==> src/rtl/sar_search_ctrl_if.sv <==
// Handshake and comparator-facing signals of the successive-approximation search controller.
// The slave modport is the controller side; the master modport is the requester/comparator side.
interface sar_search_ctrl_if #(
    parameter int WIDTH = 3
);
    logic             start;
    logic [WIDTH-1:0] trial;
    logic             cmp_gt;
    logic             cmp_lt;
    logic             cmp_eq;
    logic             busy;
    logic             done;
    logic [WIDTH-1:0] result;
    logic             found;
    logic             err;

    modport slave (
        input  start, cmp_gt, cmp_lt, cmp_eq,
        output trial, busy, done, result, found, err
    );

    modport master (
        output start, cmp_gt, cmp_lt, cmp_eq,
        input  trial, busy, done, result, found, err
    );
endinterface

==> src/rtl/sar_search_ctrl.sv <==
// Successive-approximation search controller: binary-searches an unknown target MSB first
// by driving trial words into an external magnitude comparator and reading GT/LT/EQ back.
module sar_search_ctrl #(
    parameter int WIDTH   = 3,
    parameter int CMP_LAT = 1
) (
    input  logic               clk,
    input  logic               rst_n,
    sar_search_ctrl_if.slave   bus
);
    localparam int BW = (WIDTH > 1) ? $clog2(WIDTH) : 1;
    localparam int CW = (CMP_LAT > 1) ? $clog2(CMP_LAT) : 1;

    typedef enum logic [1:0] {IDLE, WAIT, VERIFY, DONE} state_t;

    state_t           state_q, state_d;
    logic [WIDTH-1:0] trial_q, trial_d;
    logic [WIDTH-1:0] result_q, result_d;
    logic [BW-1:0]    bit_q, bit_d;
    logic [CW-1:0]    cnt_q, cnt_d;
    logic             busy_q, busy_d;
    logic             done_q, done_d;
    logic             found_q, found_d;
    logic             err_q, err_d;

    logic sample;
    logic onehot;

    // cmp_* are only trusted on the CMP_LAT-th edge after the trial last changed.
    assign sample = (cnt_q == CW'(CMP_LAT - 1));
    assign onehot = ( bus.cmp_gt & ~bus.cmp_lt & ~bus.cmp_eq) |
                    (~bus.cmp_gt &  bus.cmp_lt & ~bus.cmp_eq) |
                    (~bus.cmp_gt & ~bus.cmp_lt &  bus.cmp_eq);

    always_ff @(posedge clk or negedge rst_n) begin
        if (!rst_n) begin
            state_q  <= IDLE;
            trial_q  <= '0;
            result_q <= '0;
            bit_q    <= '0;
            cnt_q    <= '0;
            busy_q   <= 1'b0;
            done_q   <= 1'b0;
            found_q  <= 1'b0;
            err_q    <= 1'b0;
        end else begin
            state_q  <= state_d;
            trial_q  <= trial_d;
            result_q <= result_d;
            bit_q    <= bit_d;
            cnt_q    <= cnt_d;
            busy_q   <= busy_d;
            done_q   <= done_d;
            found_q  <= found_d;
            err_q    <= err_d;
        end
    end

    always_comb begin
        state_d  = state_q;
        trial_d  = trial_q;
        result_d = result_q;
        bit_d    = bit_q;
        cnt_d    = cnt_q;
        busy_d   = busy_q;
        done_d   = 1'b0;
        found_d  = found_q;
        err_d    = err_q;

        case (state_q)
            IDLE: begin
                if (bus.start) begin
                    trial_d = WIDTH'(1) << (WIDTH - 1);
                    bit_d   = BW'(WIDTH - 1);
                    cnt_d   = '0;
                    busy_d  = 1'b1;
                    found_d = 1'b0;
                    err_d   = 1'b0;
                    state_d = WAIT;
                end
            end

            WAIT: begin
                if (!sample) begin
                    cnt_d = cnt_q + CW'(1);
                end else if (!onehot) begin
                    err_d    = 1'b1;
                    found_d  = 1'b0;
                    result_d = trial_q;
                    busy_d   = 1'b0;
                    done_d   = 1'b1;
                    state_d  = DONE;
                end else if (bus.cmp_eq) begin
                    result_d = trial_q;
                    found_d  = 1'b1;
                    busy_d   = 1'b0;
                    done_d   = 1'b1;
                    state_d  = DONE;
                end else begin
                    // trial > target clears the bit under test, trial < target keeps it
                    trial_d[bit_q] = bus.cmp_lt;
                    cnt_d          = '0;
                    if (bit_q != '0) begin
                        trial_d[bit_q - BW'(1)] = 1'b1;
                        bit_d                   = bit_q - BW'(1);
                    end else begin
                        state_d = VERIFY;
                    end
                end
            end

            VERIFY: begin
                if (!sample) begin
                    cnt_d = cnt_q + CW'(1);
                end else begin
                    err_d    = ~onehot;
                    found_d  = onehot & bus.cmp_eq;
                    result_d = trial_q;
                    busy_d   = 1'b0;
                    done_d   = 1'b1;
                    state_d  = DONE;
                end
            end

            DONE: begin
                state_d = IDLE;
            end

            default: begin
                state_d = IDLE;
            end
        endcase
    end

    assign bus.trial  = trial_q;
    assign bus.result = result_q;
    assign bus.busy   = busy_q;
    assign bus.done   = done_q;
    assign bus.found  = found_q;
    assign bus.err    = err_q;
endmodule

==> src/flat_wrapper.sv <==
// flat-port wrapper written by rule: the top's interface ports become plain ports
module sar_search_ctrl_flat 
#(
    parameter int WIDTH   = 3,
    parameter int CMP_LAT = 1
)
  (clk, rst_n, bus_start, bus_cmp_gt, bus_cmp_lt, bus_cmp_eq, bus_trial, bus_busy, bus_done, bus_result, bus_found, bus_err);
  sar_search_ctrl_if #(.WIDTH(WIDTH)) bus_i ();
  input  logic clk;
  input  logic rst_n;
  input wire logic [$bits(bus_i.start)-1:0] bus_start;
  input wire logic [$bits(bus_i.cmp_gt)-1:0] bus_cmp_gt;
  input wire logic [$bits(bus_i.cmp_lt)-1:0] bus_cmp_lt;
  input wire logic [$bits(bus_i.cmp_eq)-1:0] bus_cmp_eq;
  output wire logic [$bits(bus_i.trial)-1:0] bus_trial;
  output wire logic [$bits(bus_i.busy)-1:0] bus_busy;
  output wire logic [$bits(bus_i.done)-1:0] bus_done;
  output wire logic [$bits(bus_i.result)-1:0] bus_result;
  output wire logic [$bits(bus_i.found)-1:0] bus_found;
  output wire logic [$bits(bus_i.err)-1:0] bus_err;
  assign bus_i.start = bus_start;
  assign bus_i.cmp_gt = bus_cmp_gt;
  assign bus_i.cmp_lt = bus_cmp_lt;
  assign bus_i.cmp_eq = bus_cmp_eq;
  assign bus_trial = bus_i.trial;
  assign bus_busy = bus_i.busy;
  assign bus_done = bus_i.done;
  assign bus_result = bus_i.result;
  assign bus_found = bus_i.found;
  assign bus_err = bus_i.err;
  sar_search_ctrl #(.WIDTH(WIDTH), .CMP_LAT(CMP_LAT)) u_core (.clk(clk), .rst_n(rst_n), .bus(bus_i));
endmodule
==> config.mk <==
export PLATFORM = sky130hd
export DESIGN_NAME = sar_search_ctrl_flat
export DESIGN_NICKNAME = d
export VERILOG_FILES = /design/src/rtl/sar_search_ctrl_if.sv /design/src/rtl/sar_search_ctrl.sv /design/src/flat_wrapper.sv
export SDC_FILE = /design/constraint.sdc
export NUM_CORES = 1
export LEC_CHECK = 0
export CORE_ASPECT_RATIO = 1.2
export CORE_MARGIN = 2
export CORE_UTILIZATION = 39
export CTS_BUF_LIST = sky130_fd_sc_hd__clkbuf_8
export CTS_CLUSTER_DIAMETER = 30
export DETAILED_ROUTE_END_ITERATION = 12
export PLACE_DENSITY = 0.64
export SLEW_MARGIN = 20
export SYNTH_ARGS = -nofsm -noshare
export SYNTH_HDL_FRONTEND = slang
export SYNTH_SLANG_ARGS = --single-unit
export TNS_END_PERCENT = 50
==> constraint.sdc <==
create_clock -name clk -period 3.8 [get_ports clk]
set_input_delay 0.76 -clock clk [delete_from_list [all_inputs] [get_ports clk]]
set_output_delay 0.76 -clock clk [all_outputs]
set_load 0.01 [all_outputs]
Word-level counts from Yosys, hierarchy flattened
Cells that the tools add are included.
Word-level totals
  register bits: 15
  input bits: 6
Cells by class
  $add $sub $neg: 2
  order comparisons: 4
  equality and inequality tests: 12
  muxes and demuxes: 52
  bitwise gates (word level): 14
  reduce and logical (&&, ||, !) cells: 16
Operators by type and width (number)
  $mux W3: 9
  $mux W2: 11
  $mux W1: 20
  $reduce_and A5 Y1: 3
  $pmux W3 S2: 2
  $ne A2 B2 Y1 const B: 5
  $pmux W1 S3: 3
  $pmux W2 S4: 1
  $reduce_and A4 Y1: 2
  $reduce_bool A2 Y1: 4
  $and A1 B1 Y1: 7
  $lt A2 B3 Y1 const B: 2
  $reduce_and A6 Y1: 1
  $demux W1 S2: 2
  $eq A2 B2 Y1 const B: 2
  $ge A2 B1 Y1 const B: 2
  $ne A2 B1 Y1 const B: 2
  $ne A4 B4 Y1 const B: 1
  $not A1 Y1: 4
  $pmux W1 S2: 2
  $pmux W2 S2: 1
  $bwmux W3: 1
  $ne A3 B3 Y1 const B: 1
  $or A3 B3 Y3: 1
  9 further kinds: 11

Longest topological paths before layout
  depth after elaboration: 11
  mapped depth: 7
  depth with buffers taken out: 6

Worst setup path before layout
No wires, ideal clock.
  kind: input -> register
  start: in bus_cmp_gt
  end: reg u_core.state_q[1]
  data arrival time: 1.664 ns
  required time: 3.675 ns
  setup slack: 2.011 ns
  stages on the path: 4
  path buffers: 0
  cell sequence: xor2_2 nand3_1 o21ai_2 mux2_2
Between the ends
  word-level cells in the longest chain between the ends: 8
  elaborated cells on any way between the ends: 14
  those cells by class: eq/ne (1); mux (3); bitwise (9); reduce/logical (1)
Ends and longest elaborated chain
  from (decl): line flat_wrapper.sv:12  | input wire logic [$bits(bus_i.cmp_gt)-1:0] bus_cmp_gt;
  $not A1 Y1: line sar_search_ctrl.sv:32, sar_search_ctrl.sv:33
  $and A1 B1 Y1 (2 in series): line sar_search_ctrl.sv:32  | (~bus.cmp_gt & bus.cmp_lt & ~bus.cmp_eq) |
  $or A1 B1 Y1: line sar_search_ctrl.sv:31  | assign onehot = ( bus.cmp_gt & ~bus.cmp_lt & ~bus.cmp_eq) |
  $or A1 B1 Y1 *: line sar_search_ctrl.sv:32
  $mux W2: line sar_search_ctrl.sv:86  | end else if (!onehot) begin
  $mux W2: line sar_search_ctrl.sv:84  | if (!sample) begin
  $pmux W2 S4: line sar_search_ctrl.sv:70  | case (state_q)
  to (signal assigned): line sar_search_ctrl.sv:47  | state_q <= state_d;
  to (decl): line sar_search_ctrl.sv:16  | state_t state_q, state_d;
Every way passes the cells marked *; elsewhere a longest branch is shown, timed or not. The select of a mux whose other input is x is not followed.
A chain may end at the register's enable or synchronous reset.

Worst setup path after layout
  start: in bus_cmp_lt
  end: reg u_core.result_q[1], in the netlist u_core.bus.result[1]
Between the ends
  word-level cells in the longest chain between the ends: 8
  elaborated cells on any way between the ends: 14
  those cells by class: eq/ne (1); mux (3); bitwise (9); reduce/logical (1)
Ends and longest elaborated chain
  from (decl): line flat_wrapper.sv:13  | input wire logic [$bits(bus_i.cmp_lt)-1:0] bus_cmp_lt;
  $not A1 Y1: line sar_search_ctrl.sv:31, sar_search_ctrl.sv:33
  $and A1 B1 Y1 (2 in series): line sar_search_ctrl.sv:31
  $or A1 B1 Y1: line sar_search_ctrl.sv:31
  $or A1 B1 Y1 *: line sar_search_ctrl.sv:32
  $mux W3: line sar_search_ctrl.sv:86
  $mux W3: line sar_search_ctrl.sv:84
  $pmux W3 S2: line sar_search_ctrl.sv:70
  to (signal assigned): line sar_search_ctrl.sv:49  | result_q <= result_d;
  to (decl): line sar_search_ctrl.sv:18  | logic [WIDTH-1:0] result_q, result_d;
Marked as above.

==> flow_summary_export.csv <==
group,metric,value,unit
final_layout,area_growth,27.6,%
critical_path,r2r-start,"u_core.state_q[1]",
cts,cts_buffer_depth,2,
critical_path,crit_fanout,7,
sta,hold_viol,0,
outcome,status,"complete, no violations",
synthesis,ys_types,30,
detailed_routing,drc,0,
synthesis,synth_flop_cell,"dfrtp_1",
sta,min_period,2280,ps
worst_hold_path,hp-class,"reg2reg",
grt,grt_use_total,15.7,%
floorplanning,fp.dieH,55.6,um
grt,grt_pass1_vias,673,
sta,fmax,439,MHz
power_and_ir_drop,p_leak,0.000483,uW
critical_path,cp-start-kind,"input pin",
synthesis,syn_area_per_cell,10.2,um2
floorplanning,rows,18,
synthesis,synthCells,85,
cts,cts_setup_buffers,0,
final_layout,final_common_cell,"clkdlybuf4s50_1",
floorplanning,ios,16,
placed_design,io_buffers,15,
sta,rsz0062_at_grt,"false",
critical_path,crit_start,"bus_cmp_lt",
critical_path,critPathKind,"in2reg",
detailed_routing,drtPass1Iterations,4,
cts,clkSinkCount,14,
synthesis,netlist_area,866,um2
detailed_routing,viasPerCell,5.08,
floorplanning,core-area,0.00207,mm2
grt,grt.overflow.total,0,
grt,antenna_found_initial,0,
sta,fin_skew,7.22,ps
critical_path,cp_cell_sequence,"clkdlybuf4s50_1 -> xor2_2 -> nand3_1 -> nand2_1 -> mux2_2",
cts,clk_latency,250,ps
cts,cts_tree,"built",
critical_path,slowest_delay,590,ps
power_and_ir_drop,powerDensity,805,mW/mm2
grt,grt_max_degree,15,
final_layout,layout_common_cells,"15 x clkdlybuf4s50_1, 14 x dfrtp_1, 9 x ha_1, 7 x inv_1, 7 x nand2_1",
floorplanning,die_w,47.0,um
synthesis,ys_async_sr_fraction,100,%
sta,whs,507,ps
critical_path,critPathArrivalTime,2400,ps
sta,worst_slew_pin_slew,628,ps
final_layout,fillers,199,
critical_path,slowest_stage,"clkdlybuf4s50_1",
floorplanning,start_util,41.8,%
power_and_ir_drop,peakVddDrop,455,uV
synthesis,synth-edff-count,0,
synthesis,synth_seq_cells,14,
cts,cts_max_level,1,
synthesis,syn_nets,100,
flow_run,maxCapViolations,0,
cts,cts-root-buf,"clkbuf_8",
floorplanning,die-area,0.00261,mm2
placed_design,hpwl,1.36,mm
final_layout,nets,119,
cts,cts_resized,0,
detailed_routing,drt_wl_total,1.79,mm
final_layout,diodes,0,
placed_design,place_congestion,0.833,
placed_design,dp_slack,1280,ps
critical_path,cp.required,3930,ps
sta,worst_slack,1520,ps
sta,setup_violations,0,
critical_path,endpoint_kind,"flip-flop",
synthesis,yosys_warnings,0,
sta,slew_viol_final,0,
cts,path_clk_slew,60,ps
cts,cts_hold_buffers,0,
worst_hold_path,hp-start,"u_core.bus.result[1]",
detailed_routing,vias,675,
power_and_ir_drop,total_power,889,uW
sta,fin_crit_sh,59.9,%
detailed_routing,antenna_left,0,
grt,grt_pass1_wl,2.99,mm
sta,tns,0,ps
cts,cts_made_buffers,3,
synthesis,seq_area_frac_synth,40.5,%
final_layout,drive_above_1_share,15.5,%
sta,slew_headroom,58.0,%
detailed_routing,drt-initial-drc-count,9,
detailed_routing,post_drt_wl_per_cell,13.5,um
## metrics by stage
stage               cell area (um2)  utilization (%)  instances
global route                   1100             53.3        133
CTS                            1100             53.3        133
finish                         1100             53.3        133
detailed placement             1050             50.7        129
floorplan                       866                -         85
global placement               1050             50.7        129
## layout make-up
cell class	instances	area [um2]	area share (%)
inverter	7	26.3	2.38
clock buffer	4	55.1	4.98
timing repair buffer	15	150	13.6
tap	30	37.5	3.40
multi-input combinational	63	485	43.9
sequential	14	350	31.7
## cell families after synthesis
kind of cell	Yosys count	share of synthesized area (%)
AOI/OAI and AO/OA	20	16.3
xor gates and xnor gates	1	1.88
adders and majority gates	9	13.0
buffers and inverters	8	3.47
DFF	14	40.5
muxes	8	10.1
and+or+nand+nor	25	14.7
## routing by layer
metal / global-route usage (%) / wire, um / share of wire (%)
met5: 0 / 0 / 0
met4: 4.76 / 17 / 0.95
met3: 3.90 / 62 / 3.5
met2: 25.0 / 948 / 53
met1: 20.5 / 762 / 43
## critical path: cells and delay by family
kind / cells / cell delay, ps
buffers and inverters: 1 / 590
AND/OR/NAND/NOR: 2 / 390
multiplexers: 1 / 350
XOR/XNOR: 1 / 310
## synthesized netlist by cell type, types with 2 or more instances
cell      n  share of area (%)
ha_1      9                 13
mux2_2    6                7.8
nor2b_1   3                2.2
nand3_1   4                2.3
inv_1     7                3.0
a21oi_1   5                2.9
nand2_1   7                3.0
mux2i_1   2                2.3
nor3_1    2                1.2
o21ai_0   4                2.3
a22oi_1   2                1.7
nor2_1    3                1.3
dfrtp_1  14                 40
## worst paths after layout
kind	end	slack, ps	depth (start not counted)
max in group asynchronous	u_core.bus.trial[1]	2490	1
hold reg to reg	u_core.bus.result[1]	510	1
setup / recovery	u_core.bus.result[1]	1520	5
setup reg to reg	u_core.bus.trial[1]	1880	5
hold / removal	u_core.bus.result[1]	510	1
min in group asynchronous	u_core.bus.found	900	1
## registers in the layout, indices dropped and copies added (netlist names)
register           cells
u_core.bus.result      3
u_core.bus.trial       3
u_core.bit_q           2
u_core.state_q         2
u_core.bus.busy        1
u_core.bus.done        1
u_core.bus.err         1
u_core.bus.found       1
## power by group
part / internal [uW] / switching, uW / leakage [uW]
sequential: 212 / 51.5 / 0.000171
clock: 91.8 / 54.5 / 0.0000288
combinational: 234 / 246 / 0.000283
Note: power is estimated with default switching activity, not from simulation.
